### config.mk
export PLATFORM = sky130hd
export DESIGN_NAME = pwm_motor_ctrl
export DESIGN_NICKNAME = d
export VERILOG_FILES = /design/src/rtl/pwm_motor_ctrl.sv
export SDC_FILE = /design/constraint.sdc
export NUM_CORES = 1
export LEC_CHECK = 0
export BUFFER_PORTS_ARGS = -buffer_cell sky130_fd_sc_hd__buf_2
export CORE_UTILIZATION = 45
export DETAILED_ROUTE_END_ITERATION = 10
export PLACE_DENSITY = 0.73
export RECOVER_POWER = 25
export SYNTH_ARGS = -nofsm -noshare
export SYNTH_HDL_FRONTEND = slang
export SYNTH_SLANG_ARGS = --single-unit
### constraint.sdc
create_clock -name clk -period 3.6 [get_ports clk]
set_clock_uncertainty 0.2 [all_clocks]
set_input_delay 0.36 -clock clk [delete_from_list [all_inputs] [get_ports clk]]
set_output_delay 0.36 -clock clk [all_outputs]
set_load 0.005 [all_outputs]
### src/rtl/pwm_motor_ctrl.sv
// Two-channel PWM motor controller with an SPI-fed register file,
// direction-change dead period and a command watchdog.
module pwm_motor_ctrl #(
   parameter int unsigned PWM_PERIOD = 2500,
   parameter int unsigned WD_TIMEOUT = 5_000_000
) (
   input  logic        clk,
   input  logic        reset_n,
   input  logic        spi_cs,
   input  logic [39:0] frame,
   output logic        pwm_l,
   output logic        pwm_r,
   output logic        dir_l,
   output logic        dir_r,
   output logic        running,
   output logic        wd_trip,
   output logic [15:0] cmd_count
);

   localparam int unsigned CW = $clog2(PWM_PERIOD + 1);
   localparam int unsigned WW = (WD_TIMEOUT > 2) ? $clog2(WD_TIMEOUT) : 1;

   localparam logic [7:0] ADDR_DUTY_L = 8'h80;
   localparam logic [7:0] ADDR_DUTY_R = 8'h81;
   localparam logic [7:0] ADDR_CTRL   = 8'h82;

   typedef enum logic [1:0] {
      ST_IDLE = 2'd0,
      ST_RUN  = 2'd1,
      ST_TRIP = 2'd2
   } state_e;

   state_e          state_q, state_d;
   logic            cs_s1_q, cs_s2_q, cs_e_q;
   logic [CW-1:0]   cnt_q, cnt_d;
   logic [WW-1:0]   wd_q, wd_d;
   logic [15:0]     duty_l_q, duty_l_d, duty_r_q, duty_r_d;
   logic [CW-1:0]   mag_l_q, mag_l_d, mag_r_q, mag_r_d;
   logic            dir_l_q, dir_l_d, dir_r_q, dir_r_d;
   logic            dead_l_q, dead_l_d, dead_r_q, dead_r_d;
   logic            pwm_l_q, pwm_l_d, pwm_r_q, pwm_r_d;
   logic            run_q, run_d, trip_q, trip_d;
   logic [15:0]     cmd_q, cmd_d;

   logic            eof_c, wr_l_c, wr_r_c, wr_ctrl_c, accept_c, wrap_c;
   logic [7:0]      addr_c;
   logic [15:0]     data_c;
   logic            unused_frame;

   // Signed duty value to magnitude, saturated to a full period
   function automatic logic [CW-1:0] sat_mag(input logic [15:0] v);
      logic [16:0] m;
      m = v[15] ? (17'h1_0000 - {1'b0, v}) : {1'b0, v};
      if (m >= 17'(PWM_PERIOD)) return CW'(PWM_PERIOD);
      return CW'(m);
   endfunction

   // spi_cs synchronizer plus edge register for end-of-frame detection
   always_ff @(posedge clk or negedge reset_n) begin
      if (!reset_n) begin
         cs_s1_q <= 1'b0;
         cs_s2_q <= 1'b0;
         cs_e_q  <= 1'b0;
      end else begin
         cs_s1_q <= spi_cs;
         cs_s2_q <= cs_s1_q;
         cs_e_q  <= cs_s2_q;
      end
   end

   // Frame decode; frame is stable while spi_cs is high
   assign eof_c     = cs_s2_q & ~cs_e_q;
   assign addr_c    = frame[39:32];
   assign data_c    = frame[15:0];
   assign wr_l_c    = eof_c && (addr_c == ADDR_DUTY_L);
   assign wr_r_c    = eof_c && (addr_c == ADDR_DUTY_R);
   assign wr_ctrl_c = eof_c && (addr_c == ADDR_CTRL);
   assign accept_c  = wr_l_c | wr_r_c | wr_ctrl_c;
   assign wrap_c    = (cnt_q == CW'(PWM_PERIOD - 1));
   assign unused_frame = ^frame[31:16];

   // Next-state, register file, watchdog and PWM datapath
   always_comb begin
      state_d  = state_q;
      cnt_d    = wrap_c ? '0 : cnt_q + CW'(1);
      wd_d     = wd_q;
      duty_l_d = duty_l_q;
      duty_r_d = duty_r_q;
      mag_l_d  = mag_l_q;
      mag_r_d  = mag_r_q;
      dir_l_d  = dir_l_q;
      dir_r_d  = dir_r_q;
      dead_l_d = dead_l_q;
      dead_r_d = dead_r_q;
      trip_d   = trip_q;
      cmd_d    = cmd_q;

      if (accept_c) cmd_d = cmd_q + 16'd1;

      unique case (state_q)
         ST_IDLE: if (wr_ctrl_c && data_c[0]) state_d = ST_RUN;
         ST_RUN: begin
            if (wr_ctrl_c && !data_c[0]) state_d = ST_IDLE;
            else if (!accept_c && (wd_q == WW'(WD_TIMEOUT - 1))) state_d = ST_TRIP;
         end
         ST_TRIP: if (wr_ctrl_c && data_c[1]) state_d = data_c[0] ? ST_RUN : ST_IDLE;
         default: state_d = ST_IDLE;
      endcase

      wd_d = (accept_c || (state_q != ST_RUN)) ? '0 : wd_q + WW'(1);

      if (wr_ctrl_c && data_c[1]) trip_d = 1'b0;

      if (state_q != ST_TRIP) begin
         if (wr_l_c) duty_l_d = data_c;
         if (wr_r_c) duty_r_d = data_c;
      end

      // Period-boundary reload; a direction change costs one dead period
      if ((state_q == ST_RUN) && wrap_c) begin
         if ((dir_l_q != duty_l_q[15]) && !dead_l_q) begin
            mag_l_d  = '0;
            dead_l_d = 1'b1;
         end else begin
            dir_l_d  = duty_l_q[15];
            mag_l_d  = sat_mag(duty_l_q);
            dead_l_d = 1'b0;
         end
         if ((dir_r_q != duty_r_q[15]) && !dead_r_q) begin
            mag_r_d  = '0;
            dead_r_d = 1'b1;
         end else begin
            dir_r_d  = duty_r_q[15];
            mag_r_d  = sat_mag(duty_r_q);
            dead_r_d = 1'b0;
         end
      end

      if ((state_q == ST_RUN) && (state_d == ST_TRIP)) begin
         trip_d   = 1'b1;
         duty_l_d = '0;
         duty_r_d = '0;
         mag_l_d  = '0;
         mag_r_d  = '0;
         dead_l_d = 1'b0;
         dead_r_d = 1'b0;
      end

      run_d   = (state_d == ST_RUN);
      pwm_l_d = run_d && (cnt_d < mag_l_d);
      pwm_r_d = run_d && (cnt_d < mag_r_d);
   end

   // State and datapath registers
   always_ff @(posedge clk or negedge reset_n) begin
      if (!reset_n) begin
         state_q  <= ST_IDLE;
         cnt_q    <= '0;
         wd_q     <= '0;
         duty_l_q <= '0;
         duty_r_q <= '0;
         mag_l_q  <= '0;
         mag_r_q  <= '0;
         dir_l_q  <= 1'b0;
         dir_r_q  <= 1'b0;
         dead_l_q <= 1'b0;
         dead_r_q <= 1'b0;
         pwm_l_q  <= 1'b0;
         pwm_r_q  <= 1'b0;
         run_q    <= 1'b0;
         trip_q   <= 1'b0;
         cmd_q    <= '0;
      end else begin
         state_q  <= state_d;
         cnt_q    <= cnt_d;
         wd_q     <= wd_d;
         duty_l_q <= duty_l_d;
         duty_r_q <= duty_r_d;
         mag_l_q  <= mag_l_d;
         mag_r_q  <= mag_r_d;
         dir_l_q  <= dir_l_d;
         dir_r_q  <= dir_r_d;
         dead_l_q <= dead_l_d;
         dead_r_q <= dead_r_d;
         pwm_l_q  <= pwm_l_d;
         pwm_r_q  <= pwm_r_d;
         run_q    <= run_d;
         trip_q   <= trip_d;
         cmd_q    <= cmd_d;
      end
   end

   assign pwm_l     = pwm_l_q;
   assign pwm_r     = pwm_r_q;
   assign dir_l     = dir_l_q;
   assign dir_r     = dir_r_q;
   assign running   = run_q;
   assign wd_trip   = trip_q;
   assign cmd_count = cmd_q;

endmodule

==> out/results.tsv <==
stage	metric	value	unit
cts	cts_sinks	120	
logic_synthesis	async_flop_share	100	%
sta	rsz0062_at_grt	true	
route	wirelength	16300	microns
power_and_ir_drop	peakVddDrop	0.395	mV
critical_path	worstPathRequired	3.71	ns
place	dp_hpwl	11600	microns
run_status	status	complete, but fails checks	
finish	area_growth	25.3	%
route	drtIter0Drc	333	
critical_path	slowest_stage	or3b_4	
die	die_y	126	microns
logic_synthesis	netlist-cell-type-count	64	
logic_synthesis	synth_edf_count	0	
sta	hold_violations	1	
grt	grt_pass1_vias	5560	
logic_synthesis	synth.area.top_cells	dfrtp_1 (44%), nand2_1 (5.5%), xnor2_1 (5.5%)	
logic_synthesis	synthFlopType	dfrtp_1	
finish	n_antenna_cell	0	
finish	layout-drive-gt1-share	22.4	%
run_status	violations	hold timing, capacitance limit, slew limit, setup timing	
grt	antenna_found_initial	0	
sta	max_clock_freq	0.272	GHz
power_and_ir_drop	power.leakage	3.98	nW
run	maxCapViolCount	1	
sta	fin_setup_tns	-0.0789	ns
cts	htree_levels	4	
critical_path	crit_type	flip-flop to flip-flop	
place	io_buffer_count	48	
die	io_pins	65	
critical_path	max_stage_delay	0.42	ns
route	drcViolationCount	0	
cts	numCtsBuffers	17	
logic_synthesis	yosysTopAreaCellShare	43.6	%
route	firstDrtPassIters	5	
cts	cts_tree	done	
sta	timing.hold.ws	-0.000257	ns
logic_synthesis	syn_area_per_cell	9.18	sq um
critical_path	cp-start-kind	flip-flop	
die	dieArea	0.0158	sq mm
power_and_ir_drop	power_density	410	mW/mm^2
place	dpl_cell_area	0.00769	sq mm
power_and_ir_drop	power	3.54	mW
grt	grt_max_degree	63	
logic_synthesis	synth_common_cells	dfrtp_1 (120), nand2_1 (101), nor2_1 (54)	
die	start_util	46.7	%
hold_path	hold_path_class	input pin to flip-flop	
route	viasPerCell	5.44	
cts	clk_path_buf_depth	2	
route	vias	5747	
sta	post-route-min-period	3.68	ns
die	core	0.0148	sq mm
route	wl_per_cell	15.4	microns
logic_synthesis	yosys_warnings	0	
critical_path	crit_fanout	8	
logic_synthesis	synth_area	0.00689	sq mm
place	dp_slack	-0.199	ns
finish	final_area	0.00863	sq mm
route	postRouteAntennaNets	0	
logic_synthesis	syn_inst	750	
place	gp_congestion	0.858	
critical_path	critPathArrivalTime	3.79	ns
grt	grt_pass1_wl	27200	microns
grt	grt_usage	22.0	%
sta	report.final.slew_viol_count	62	
critical_path	worst-path-buf-inv	3	
critical_path	crit_family	compound AO/OA/AOI/OAI gates	
cts	clk_pin_slew_worst_paths	0.06	ns
logic_synthesis	synth.most_common_cell	dfrtp_1	
logic_synthesis	synth_nets	820	
cts	worstSkewPairLatency	0.43	ns
critical_path	cpMostUsedCell	a21oi_1	
logic_synthesis	synth-seq-cells	120	
die	rows	44	
critical_path	crit_chain	inv_2, ha_2, or3b_4, buf_6, o41ai_4, xor2_1, nand2b_1, a21oi_4, buf_4, nor4b_4, o21ai_1, ha_1, a21oi_1, nor2b_1, o21ai_1, a21oi_1, nor3_2, o211ai_1, a21oi_1	
critical_path	critPathCaptureType	flip-flop	
sta	setup_ws	-0.0789	ns
sta	fin_crit_sh	102	%
logic_synthesis	ys_seq_area_share	43.6	%
sta	slew_headroom	-6.47	%
die	fp.dieW	126	microns
finish	nets	929	
logic_synthesis	synth_largest_area_cell	dfrtp_1	
sta	worstMarginPinSlew	1.60	ns
cts	cts_root_buffer	clkbuf_16	
sta	setup_viol	1	
grt	grt_overflow_total	0	
sequential cells by signal (all words and copies together), names as in the netlist, 2 cells and up:
signal	flops
duty_l_q	16
cnt_q	12
cmd_count	16
mag_l_q	12
mag_r_q	12
duty_r_q	16
state_q	2
wd_q	23
layer usage:
layer | GRT usage [%] | vias up | share of wire (%)
met4 | 10.3 | 0 | 2.5
met3 | 3.91 | 29 | 3.1
met1 | 27.8 | 2731 | 46
li1 | - | 2881 | -
met2 | 36.6 | 106 | 49
met5 | 0 | - | 0
final timing paths:
check / start / end / slack [ns] / depth (start not counted)
max: duty_l_q[0]$_DFFE_PN0P_ / pwm_l$_DFF_PN0_ / -0.08 / 19
min: frame[15] / duty_l_q[15]$_DFFE_PN0P_ / -0.0003 / 3
min in group asynchronous: reset_n / wd_q[9]$_DFF_PN0_ / 0.67 / 2
max in group asynchronous: reset_n / mag_r_q[4]$_DFF_PN0_ / 1.47 / 3
max reg2reg: duty_l_q[0]$_DFFE_PN0P_ / pwm_l$_DFF_PN0_ / -0.08 / 19
min reg2reg: cs_s1_q$_DFF_PN0_ / cs_s2_q$_DFF_PN0_ / 0.14 / 0
per-stage QoR:
step | hold WS (ns) | instances | util [%]
2_1_floorplan | -0.136 | 750 | -
3_3_place_gp | 0.133 | 1009 | 52.1
3_5_place_dp | 0.135 | 1009 | 52.1
4_1_cts | 0.00201 | 1052 | 57.5
5_1_grt | 0.0113 | 1056 | 58.5
6_report | -0.000257 | 1056 | 58.5
repair_timing:
action,in CTS,in global routing
endpoints found under the setup margin,2,2
hold endpoints to repair,72,0
buffers inserted,0,4
gates resized for setup,16,23
pin swaps,9,9
hold buffers,11,0
tightest hold or removal path, cell delays in order:
cell,delay (ns)
buf_2,0.11
nand2_1,0.07
o21ai_1,0.06
cell type report:
type / count / area, sq um
timing repair buffer: 126 / 870
sequential: 120 / 3000
multi-input combinational: 569 / 3830
fill: 1275 / 6120
clock buffer: 20 / 457
clock inverter: 12 / 150
tap: 184 / 230
inverter: 25 / 93.8
kinds of logic (layout without fill, tap and decap cells):
group                    after synthesis  in the layout  synth area share, %
multiplexers                           7              7                 1.05
flip-flops                           120            120                 43.6
AND/OR/NAND/NOR                      326            326                 24.6
XOR/XNOR                              66             66                 8.40
AO/OA/AOI/OAI                        143            143                 13.7
buffers and inverters                 61            183                 3.71
adder cells (fa/ha/maj)               27             27                 4.91
placed cells by master (no fill, tap or decap), types with 26 or more instances in the layout:
| master | n |
|---|---|
| nand2_1 | 100 |
| xnor2_1 | 42 |
| nand3_1 | 39 |
| buf_4 | 65 |
| o21ai_0 | 38 |
| nor2_1 | 53 |
| and2_1 | 26 |
| dfrtp_1 | 120 |
| buf_2 | 47 |
power by group:
part / switching [mW] / internal (mW) / total, mW
Combinational: 0.179 / 0.162 / 0.341
Sequential: 0.0518 / 1.41 / 1.46
Clock: 0.625 / 1.12 / 1.74
Note: power is estimated with default switching activity, not from simulation.
